<file path="config.mk">
export PLATFORM = sky130hd
export DESIGN_NAME = fetch_decode_unit
export DESIGN_NICKNAME = d
export VERILOG_FILES = /design/src/rtl/fetch_decode_unit.sv
export SDC_FILE = /design/constraint.sdc
export NUM_CORES = 1
export LEC_CHECK = 0
export ABC_AREA = 0
export CORE_ASPECT_RATIO = 0.8
export CORE_MARGIN = 2
export CORE_UTILIZATION = 50
export CTS_BUF_LIST = sky130_fd_sc_hd__clkbuf_4 sky130_fd_sc_hd__clkbuf_8
export DETAILED_ROUTE_END_ITERATION = 8
export PLACE_DENSITY_LB_ADDON = 0.1
export SETUP_SLACK_MARGIN = 0.3
export SYNTH_ARGS = -nofsm -noshare
export SYNTH_HDL_FRONTEND = slang
export SYNTH_SLANG_ARGS = --single-unit
export TNS_END_PERCENT = 5
</file>
<file path="constraint.sdc">
create_clock -name clk -period 2.2 [get_ports clk]
set_clock_uncertainty 0.15 [all_clocks]
set_input_delay 0.55 -clock clk [delete_from_list [all_inputs] [get_ports clk]]
set_output_delay 0.55 -clock clk [all_outputs]
set_load 0.005 [all_outputs]
</file>
<file path="src/rtl/fetch_decode_unit.sv">
// Instruction fetch/decode stage in front of a 256x8 combinational instruction memory.
// Walks the PC, assembles one-byte (ADD/SUB/HLT) and two-byte (LOAD/STORE + address byte)
// instructions, splits them into fields and offers them to execute over valid/ready.
// After HLT is consumed, fetching stops until a redirect or a reset.
module fetch_decode_unit #(
   parameter int unsigned             ADDR_W   = 8,
   parameter logic [ADDR_W-1:0]       RESET_PC = 8'h00
) (
   input  logic              clk,
   input  logic              rst_n,
   output logic [ADDR_W-1:0] imem_addr,
   input  logic [7:0]        imem_data,
   output logic              instr_valid,
   input  logic              instr_ready,
   output logic [3:0]        instr_op,
   output logic [1:0]        instr_rd,
   output logic [1:0]        instr_rs,
   output logic [7:0]        instr_imm,
   output logic [ADDR_W-1:0] instr_pc,
   output logic              instr_illegal,
   output logic              halted,
   input  logic              redirect_valid,
   input  logic [ADDR_W-1:0] redirect_pc
);

   typedef enum logic [1:0] {
      FETCH_OP  = 2'd0,
      FETCH_IMM = 2'd1,
      ISSUE     = 2'd2,
      HALTED    = 2'd3
   } state_t;

   localparam logic [3:0] OP_LOAD  = 4'b1001;
   localparam logic [3:0] OP_STORE = 4'b1101;
   localparam logic [3:0] OP_HLT   = 4'b1111;
   localparam logic [ADDR_W-1:0] PC_ONE = {{(ADDR_W-1){1'b0}}, 1'b1};

   // Opcodes the execute stage understands; anything else is flagged illegal.
   function automatic logic op_legal(input logic [3:0] op);
      case (op)
         4'b0001, 4'b0010, 4'b1001, 4'b1101, 4'b1111: op_legal = 1'b1;
         default:                                     op_legal = 1'b0;
      endcase
   endfunction

   state_t            state_r, state_s;
   logic [ADDR_W-1:0] pc_r, pc_s;
   logic [3:0]        op_r, op_s;
   logic [1:0]        rd_r, rd_s;
   logic [1:0]        rs_r, rs_s;
   logic [7:0]        imm_r, imm_s;
   logic [ADDR_W-1:0] ipc_r, ipc_s;
   logic              illegal_r, illegal_s;
   logic              valid_r, valid_s;
   logic              halted_r, halted_s;

   // State and instruction/PC registers; everything visible outside is registered here.
   always_ff @(posedge clk or negedge rst_n) begin
      if (!rst_n) begin
         state_r   <= FETCH_OP;
         pc_r      <= RESET_PC;
         op_r      <= 4'd0;
         rd_r      <= 2'd0;
         rs_r      <= 2'd0;
         imm_r     <= 8'd0;
         ipc_r     <= {ADDR_W{1'b0}};
         illegal_r <= 1'b0;
         valid_r   <= 1'b0;
         halted_r  <= 1'b0;
      end else begin
         state_r   <= state_s;
         pc_r      <= pc_s;
         op_r      <= op_s;
         rd_r      <= rd_s;
         rs_r      <= rs_s;
         imm_r     <= imm_s;
         ipc_r     <= ipc_s;
         illegal_r <= illegal_s;
         valid_r   <= valid_s;
         halted_r  <= halted_s;
      end
   end

   // Next-state and next-register logic; redirect overrides whatever the FSM decided.
   always_comb begin
      state_s   = state_r;
      pc_s      = pc_r;
      op_s      = op_r;
      rd_s      = rd_r;
      rs_s      = rs_r;
      imm_s     = imm_r;
      ipc_s     = ipc_r;
      illegal_s = illegal_r;
      valid_s   = valid_r;
      halted_s  = halted_r;

      case (state_r)
         FETCH_OP: begin
            op_s      = imem_data[7:4];
            rd_s      = imem_data[3:2];
            rs_s      = imem_data[1:0];
            ipc_s     = pc_r;
            pc_s      = pc_r + PC_ONE;
            illegal_s = ~op_legal(imem_data[7:4]);
            if ((imem_data[7:4] == OP_LOAD) || (imem_data[7:4] == OP_STORE)) begin
               state_s = FETCH_IMM;
            end else begin
               imm_s   = 8'd0;
               valid_s = 1'b1;
               state_s = ISSUE;
            end
         end
         FETCH_IMM: begin
            imm_s   = imem_data;
            pc_s    = pc_r + PC_ONE;
            valid_s = 1'b1;
            state_s = ISSUE;
         end
         ISSUE: begin
            // Fields and PC hold until execute takes the instruction.
            if (instr_ready) begin
               valid_s = 1'b0;
               if (op_r == OP_HLT) begin
                  halted_s = 1'b1;
                  state_s  = HALTED;
               end else begin
                  state_s  = FETCH_OP;
               end
            end else begin
               state_s = ISSUE;
            end
         end
         HALTED: begin
            valid_s  = 1'b0;
            halted_s = 1'b1;
            state_s  = HALTED;
         end
         default: begin
            valid_s  = 1'b0;
            halted_s = 1'b0;
            state_s  = FETCH_OP;
         end
      endcase

      // A redirect discards any partial instruction and restarts fetch at the new PC.
      if (redirect_valid) begin
         pc_s     = redirect_pc;
         state_s  = FETCH_OP;
         valid_s  = 1'b0;
         halted_s = 1'b0;
      end else begin
         pc_s     = pc_s;
      end
   end

   assign imem_addr     = pc_r;
   assign instr_valid   = valid_r;
   assign instr_op      = op_r;
   assign instr_rd      = rd_r;
   assign instr_rs      = rs_r;
   assign instr_imm     = imm_r;
   assign instr_pc      = ipc_r;
   assign instr_illegal = illegal_r;
   assign halted        = halted_r;

endmodule
</file>
==> run_results.csv, run 1 <==
group,metric,value,unit
global_route,groute.layer.met1.usage,26.95,%
floorplan,coreArea,0.003040,mm^2
setup_path,cp_data_required_time,1.50,ns
timing,rsz0062_at_grt,"yes",
logic_synthesis,synth-xor-area-share,2.222,%
clock_network,cts_num_sinks,37,
global_route,grtUsageMet3,6.379,%
logic_synthesis,synth_compound_area_share,10.48,%
detailed_routing,routedWlPerCell,15.02,um
clock_network,cts.reportedPaths.clkPinSlew,0.06,ns
clock_network,clock_tree.root_cell,"clkbuf_8",
logic_synthesis,yosysSeqAreaShare,58.73,%
placed_design,cell_area_after_placement,0.002171,mm^2
global_route,grt_antenna_before_repair,0,
floorplan,die_width,66.78,um
detailed_routing,drt.antenna.violating_nets,0,
detailed_routing,drc_errors,0,
setup_path,crit_path_max_fanout,6,
job,maxCapViolations,0,
placed_design,hpwl,2.519,mm
clock_network,tritoncts,"built",
power_and_ir_drop,power_per_cell_area,743.2,mW/mm^2
detailed_routing,routed_via_density,5.397,
finish,layout_commonest_cell,"clkdlybuf4s50_1",
logic_synthesis,largest_family_of_logic_cells_by_synthesized_area,"simple AND/OR/NAND/NOR gates",
placed_design,placed_cells_incl_taps,220,
finish,register_area,932.1,um^2
logic_synthesis,netlist-cell-type-count,29,
global_route,grt_pass1_wl,5.492,mm
setup_path,crit_path_max_incr_delay,0.52,ns
hold_path,timing.hold.worst.class,"input port to async pin",
logic_synthesis,post_synth_inst_count,126,
logic_synthesis,synth.top_cell.area_share,58.73,%
logic_synthesis,synth-simple-area-share,13.17,%
logic_synthesis,synthesis.nets,147,
setup_path,cp-startpoint,"imem_addr[4]",
global_route,grt-busiest-layer,"met2",
detailed_routing,drc_violation_total_after_the_first_tritonroute_iteration,40,
clock_network,post_cts_hold_buffer_count,0,
setup_path,cp-end-kind,"primary output",
finish,commonest_cells_after_routing_fill_and_taps_aside,"clkdlybuf4s50_1 (53), dfrtp_1 (32), mux2_2 (17)",
detailed_routing,vias,1236,
global_route,grt_max_degree,38,
logic_synthesis,yosys_register_bits,37,
power_and_ir_drop,power.sequential.fraction,49.0,%
global_route,grt_util_met2,34.50,%
clock_network,ctsHtreeMaxLevel,2,
floorplan,rows,18,
timing,period_minus_slack,1.929,ns
logic_synthesis,syn-mean-instance-area,12.51,um^2
floorplan,floorplan.initialDensity,51.85,%
timing,hold_viol_final,0,
finish,multi_input_combinational_cell_area,621.8,um^2
logic_synthesis,synth_adder_area_share,0.7937,%
power_and_ir_drop,largest_vdd_supply_drop,0.5318,mV
power_and_ir_drop,p_leak,0.0009610,uW
finish,areaGrowthSynthToFinish,44.76,%
setup_path,origin_of_the_critical_flop_to_flop_path,"state_r[1]",
power_and_ir_drop,clock_power_share,27.7,%
logic_synthesis,synth.area.top_cells,"dfrtp_1 (59%), mux2_2 (12%), a22o_1 (4.4%), o21ai_0 (3.2%), nand2_1 (2.6%)",
run_status,run_status,"completed",
setup_path,gate_family_responsible_for_the_most_delay_along_the_worst_path,"buffers and inverters",
finish,fill_cells,217,
global_route,grt_overflow,0,
timing,fmaxAchievable,518.3,MHz
logic_synthesis,syn_area,0.001577,mm^2
setup_path,worstPathCellList,"clkdlybuf4s50_1",
finish,instances_no_fill,229,
global_route,grt_pass1_vias,1167,
timing,slew_headroom,61.22,%
floorplan,design.die.area,0.003621,mm^2
timing,max_slew.worst_pin.slew,0.5795,ns
finish,antenna_cells_inserted,0,
placed_design,count_of_buffers_from_port_buffering,54,
detailed_routing,drt_first_pass_iters,4,
setup_path,cp_slowest_cell,"clkdlybuf4s50_1",
power_and_ir_drop,power.switching,410.9,uW
finish,drive_above_1_share,20.63,%
setup_path,timing.setup.critical_path_class,"flip-flop to primary output",
global_route,grt_use_total,21.04,%
logic_synthesis,yosys_warnings,0,
power_and_ir_drop,comb_power_share,23.4,%
clock_network,clock_latency,0.28,ns
logic_synthesis,synth.largest_area_cell,"dfrtp_1",
finish,design.final.nets,210,
power_and_ir_drop,internal-power,1285,uW
detailed_routing,routed_wirelength,3.439,mm
setup_path,timing.critical_path.arrival,1.23,ns
setup_path,critPathBufInv,1,
power_and_ir_drop,power_switching_share,24.23,%
logic_synthesis,muxShareOfSynthArea,12.78,%
clock_network,clock_path_buffers,2,
finish,final_core_occ,75.06,%
timing,hold_slack,0.1581,ns
timing,final_total_negative_setup_slack,0,ns
placed_design,gp_congestion,0.7532,
setup_path,cp-start-kind,"flip-flop",
finish,final_area,0.002282,mm^2
timing,maxSlewViolCount,0,
timing,setup-violations-final,0,
clock_network,number_of_buffers_created_by_cts,5,
floorplan,floorplan.io_pins,55,
setup_path,worst-r2r-setup-slack,0.50,ns
timing,finalCritPeriodShare,87.70,%
floorplan,chipHeight,54.23,um
-- cell families (layout without fill, tap and decap cells) --
| kind of cell | after synthesis | in the layout |
|---|---|---|
| mux | 18 | 18 |
| fa+ha+maj | 1 | 1 |
| compound gates | 25 | 25 |
| buf+inv | 6 | 69 |
| simple gates | 35 | 35 |
| xor+xnor | 4 | 4 |
| flops | 37 | 37 |
-- metal layers --
layer,vias up,part of all wire (%)
li1,585,-
met5,-,0
met3,5,5.4
met4,0,0.84
met1,612,46
met2,34,48
-- layout make-up --
type                       count  share of cell area, %
sequential                    37                  40.84
inverter                       2                 0.3289
timing repair buffer          60                  25.44
tap                           40                  2.193
multi-input combinational     83                  27.25
clock buffer                   7                  3.947
-- cell usage after synthesis --
| cell | instances |
|---|---|
| nor2_1 | 1 |
| a22o_1 | 8 |
| mux2_2 | 17 |
| o21ai_0 | 10 |
| a31oi_1 | 1 |
| mux2i_1 | 1 |
| ha_1 | 1 |
| clkbuf_1 | 1 |
| nor2b_1 | 4 |
| nor4b_1 | 1 |
| and4_1 | 1 |
| nand4_1 | 1 |
| inv_1 | 2 |
| buf_4 | 1 |
| nand2b_1 | 3 |
| o21bai_2 | 1 |
| buf_2 | 2 |
| nand4b_1 | 1 |
| nand4b_2 | 1 |
| a21oi_1 | 3 |
| nor2_2 | 1 |
| xor2_1 | 3 |
| nand3b_1 | 2 |
| nand2_1 | 11 |
| dfrtp_1 | 37 |
| or4_1 | 4 |
| o22ai_1 | 2 |
| xnor2_1 | 1 |
| nand3_1 | 4 |
-- final timing paths --
path,end,depth (start not counted)
worst max-delay path,imem_addr[4],1
worst min-delay path,instr_rd[1],2
worst max register to register,imem_addr[7],3
worst min register to register,instr_imm[7],1
max in group asynchronous,imem_addr[4],2
min in group clk,instr_imm[7],1
-- power groups by stage --
stage / logic, uW / registers (uW) / clock network, uW
2_1_floorplan: 140 / 838 / 0
3_3_place_gp: 376 / 840 / 0
3_5_place_dp: 385 / 847 / 0
4_1_cts: 395 / 832 / 485
5_1_grt: 434 / 843 / 516
6_report: 396 / 831 / 469
-- flip-flops by register name, indices dropped and copies added, names as in the netlist --
name / flops
instr_valid: 1
instr_illegal: 1
imem_addr: 8
instr_imm: 8
instr_rs: 2
halted: 1
instr_rd: 2
instr_op: 4
state_r: 2
instr_pc: 8
-- what timing repair did --
action                     4_1_cts  5_1_grt
resized for setup                3        2
setup endpoints to repair        7       10
buffers inserted                 1        1
gates cloned                     0        0
-- per-stage QoR --
step           total power (uW)  setup slack [ns]
2_1_floorplan             977.6            0.7006
3_3_place_gp               1216            0.1320
3_5_place_dp               1232            0.1171
4_1_cts                    1712            0.2435
5_1_grt                    1793            0.2171
6_report                   1696            0.2706
No activity file was read; power rests on OpenSTA's default activity.
==> run 2, diff against run 1 <==
--- a/config.mk
+++ b/config.mk
@@ -6,7 +6,7 @@
 export NUM_CORES = 1
 export LEC_CHECK = 0
 export ABC_AREA = 0
-export CORE_ASPECT_RATIO = 0.8
+export CORE_ASPECT_RATIO = 0.5
 export CORE_MARGIN = 2
 export CORE_UTILIZATION = 50
 export CTS_BUF_LIST = sky130_fd_sc_hd__clkbuf_4 sky130_fd_sc_hd__clkbuf_8
==> run 2 against run 1 <==
Compared with the run above: sequential cell count unchanged; core utilization grew 1.6 points; sequential power is essentially flat; critical path depth stayed put; combinational power barely moved; via count fell by 1.1%; setup slack worse by 0.013 ns; clock-buffer cell count shrank 2; power down 0.73%; sequential share of layout area down 0.32 points; die area increased by 0.67%; maximum frequency fell by 0.68%; critical path type unchanged.
==> run_results.csv, run 2 (synthesized netlist as in run 1, its figures left out) <==
group,metric,value,unit
finish,final_core_occ,76.69,%
global_route,grt_antenna_before_repair,0,
finish,design.final.nets,211,
floorplan,floorplan.initialDensity,52.63,%
finish,final_area,0.002297,mm^2
timing,max_slew.worst_pin.slew,0.4942,ns
global_route,grtUsageMet3,7.048,%
clock_network,clock_latency,0.28,ns
power_and_ir_drop,clock_power_share,27.2,%
finish,register_area,930.9,um^2
global_route,grt_util_met2,31.94,%
setup_path,worst-r2r-setup-slack,0.53,ns
floorplan,coreArea,0.002995,mm^2
finish,commonest_cells_after_routing_fill_and_taps_aside,"clkdlybuf4s50_1 (53), dfrtp_1 (33), mux2_2 (17)",
power_and_ir_drop,report.power.total,1684,uW
timing,rsz0062_at_grt,"yes",
timing,hold_viol_final,0,
setup_path,crit_path_max_fanout,7,
floorplan,rows,14,
floorplan,design.die.area,0.003645,mm^2
floorplan,chipHeight,43.71,um
global_route,grt_overflow,0,
power_and_ir_drop,p_leak,0.0009677,uW
finish,antenna_cells_inserted,0,
detailed_routing,drc_violation_total_after_the_first_tritonroute_iteration,25,
clock_network,clock_tree.root_cell,"clkbuf_8",
power_and_ir_drop,comb_power_share,23.5,%
timing,maxSlewViolCount,0,
finish,areaGrowthSynthToFinish,45.71,%
setup_path,crit_path_max_incr_delay,0.52,ns
timing,finalCritPeriodShare,88.30,%
finish,drive_above_1_share,20.94,%
setup_path,timing.reg2reg.worst_path_depth,3,
setup_path,critPathBufInv,1,
clock_network,number_of_buffers_created_by_cts,5,
detailed_routing,drt.antenna.violating_nets,0,
timing,final_total_negative_setup_slack,0,ns
detailed_routing,routed_wirelength,3.402,mm
setup_path,cp_slowest_cell,"clkdlybuf4s50_1",
placed_design,gp_congestion,0.7410,
setup_path,worstPathCellList,"clkdlybuf4s50_1",
detailed_routing,drt_first_pass_iters,4,
job,maxCapViolations,0,
clock_network,clock_path_buffers,2,
setup_path,regToRegEndpoint,"imem_addr[7]",
detailed_routing,drc_errors,0,
setup_path,gate_family_responsible_for_the_most_delay_along_the_worst_path,"buffers and inverters",
finish,multi_input_combinational_cell_area,621.8,um^2
detailed_routing,vias,1222,
setup_path,cp-start-kind,"flip-flop",
power_and_ir_drop,power_switching_share,26.04,%
hold_path,timing.hold.worst.class,"input port to async pin",
setup_path,cp-end-kind,"primary output",
power_and_ir_drop,internal-power,1245,uW
run_status,run_status,"completed",
global_route,grt_pass1_wl,5.575,mm
setup_path,timing.critical_path.arrival,1.24,ns
timing,hold_slack,0.06010,ns
global_route,grt-busiest-layer,"met2",
setup_path,origin_of_the_critical_flop_to_flop_path,"state_r[1]",
floorplan,floorplan.io_pins,55,
power_and_ir_drop,power.sequential.fraction,49.4,%
placed_design,cell_area_after_placement,0.002191,mm^2
setup_path,timing.setup.critical_path_class,"flip-flop to primary output",
setup_path,cp_data_required_time,1.50,ns
clock_network,tritoncts,"built",
power_and_ir_drop,power.switching,438.4,uW
finish,layout_commonest_cell,"clkdlybuf4s50_1",
detailed_routing,routed_via_density,5.290,
timing,period_minus_slack,1.943,ns
detailed_routing,routedWlPerCell,14.73,um
global_route,groute.layer.met1.usage,27.49,%
placed_design,count_of_buffers_from_port_buffering,54,
power_and_ir_drop,power_per_cell_area,732.9,mW/mm^2
timing,setup-violations-final,0,
power_and_ir_drop,largest_vdd_supply_drop,0.4771,mV
finish,fill_cells,200,
clock_network,cts_num_sinks,37,
global_route,grt_max_degree,20,
timing,fmaxAchievable,514.8,MHz
floorplan,die_width,83.41,um
clock_network,cts.reportedPaths.clkPinSlew,0.07,ns
global_route,grt_use_total,20.16,%
placed_design,hpwl,2.475,mm
timing,slew_headroom,66.93,%
clock_network,ctsHtreeMaxLevel,2,
global_route,grt_pass1_vias,1212,
run 2: cell types whose count changed in the layout (fill, tap and decap cells not counted), sizes merged:
cell / before / now
clkbuf: 7 / 5
clkinv: 0 / 2
buf: 7 / 8
clkinvlp: 0 / 1
run 2: repair_timing:
action | CTS | global route
pin swaps | 0 | 0
buffers inserted | 1 | 1
gates resized for setup | 4 | 0
endpoints found under the setup margin | 7 | 19
cloned | 0 | 0
hold buffers | 0 | 0
run 2: layout make-up:
cell class | count | area share [%]
flip-flops and latches | 37 | 40.52
multi-input cells | 83 | 27.07
repair buffers | 61 | 26.14
clock buffers | 5 | 2.996
well taps | 40 | 2.179
clock inverters | 3 | 0.7625
inverters | 2 | 0.3268
run 2: worst max-delay path by stage:
stage                            start            to  slack [ns]  depth (start not counted)
after CTS                 imem_addr[2]  imem_addr[2]        0.25                          1
after global placement    imem_data[7]  instr_imm[5]        0.21                          4
final                     imem_addr[3]  imem_addr[3]        0.26                          1
after floorplan             state_r[0]   instr_op[0]        0.70                          3
after detailed placement  imem_data[5]  instr_imm[4]        0.16                          4
after global routing      imem_addr[3]  imem_addr[3]        0.21                          1
run 2: metrics by stage:
step                      std cells  worst slack [ns]
after floorplan                 126            0.7006
after global placement          221            0.2101
after detailed placement        221            0.1608
after CTS                       230            0.2543
after global routing            231            0.2125
final                           231            0.2574
run 2: metal layers:
metal / vias up / wire, um
met5: - / 0
met4: 0 / 10
met3: 2 / 168
met2: 37 / 1538
met1: 600 / 1684
li1: 583 / -
run 2: power groups by stage:
stage	clock, uW	combinational, uW	sequential (uW)
6_report	457	395	831
5_1_grt	507	429	843
4_1_cts	469	396	833
3_5_place_dp	0	386	846
3_3_place_gp	0	379	842
2_1_floorplan	0	140	838
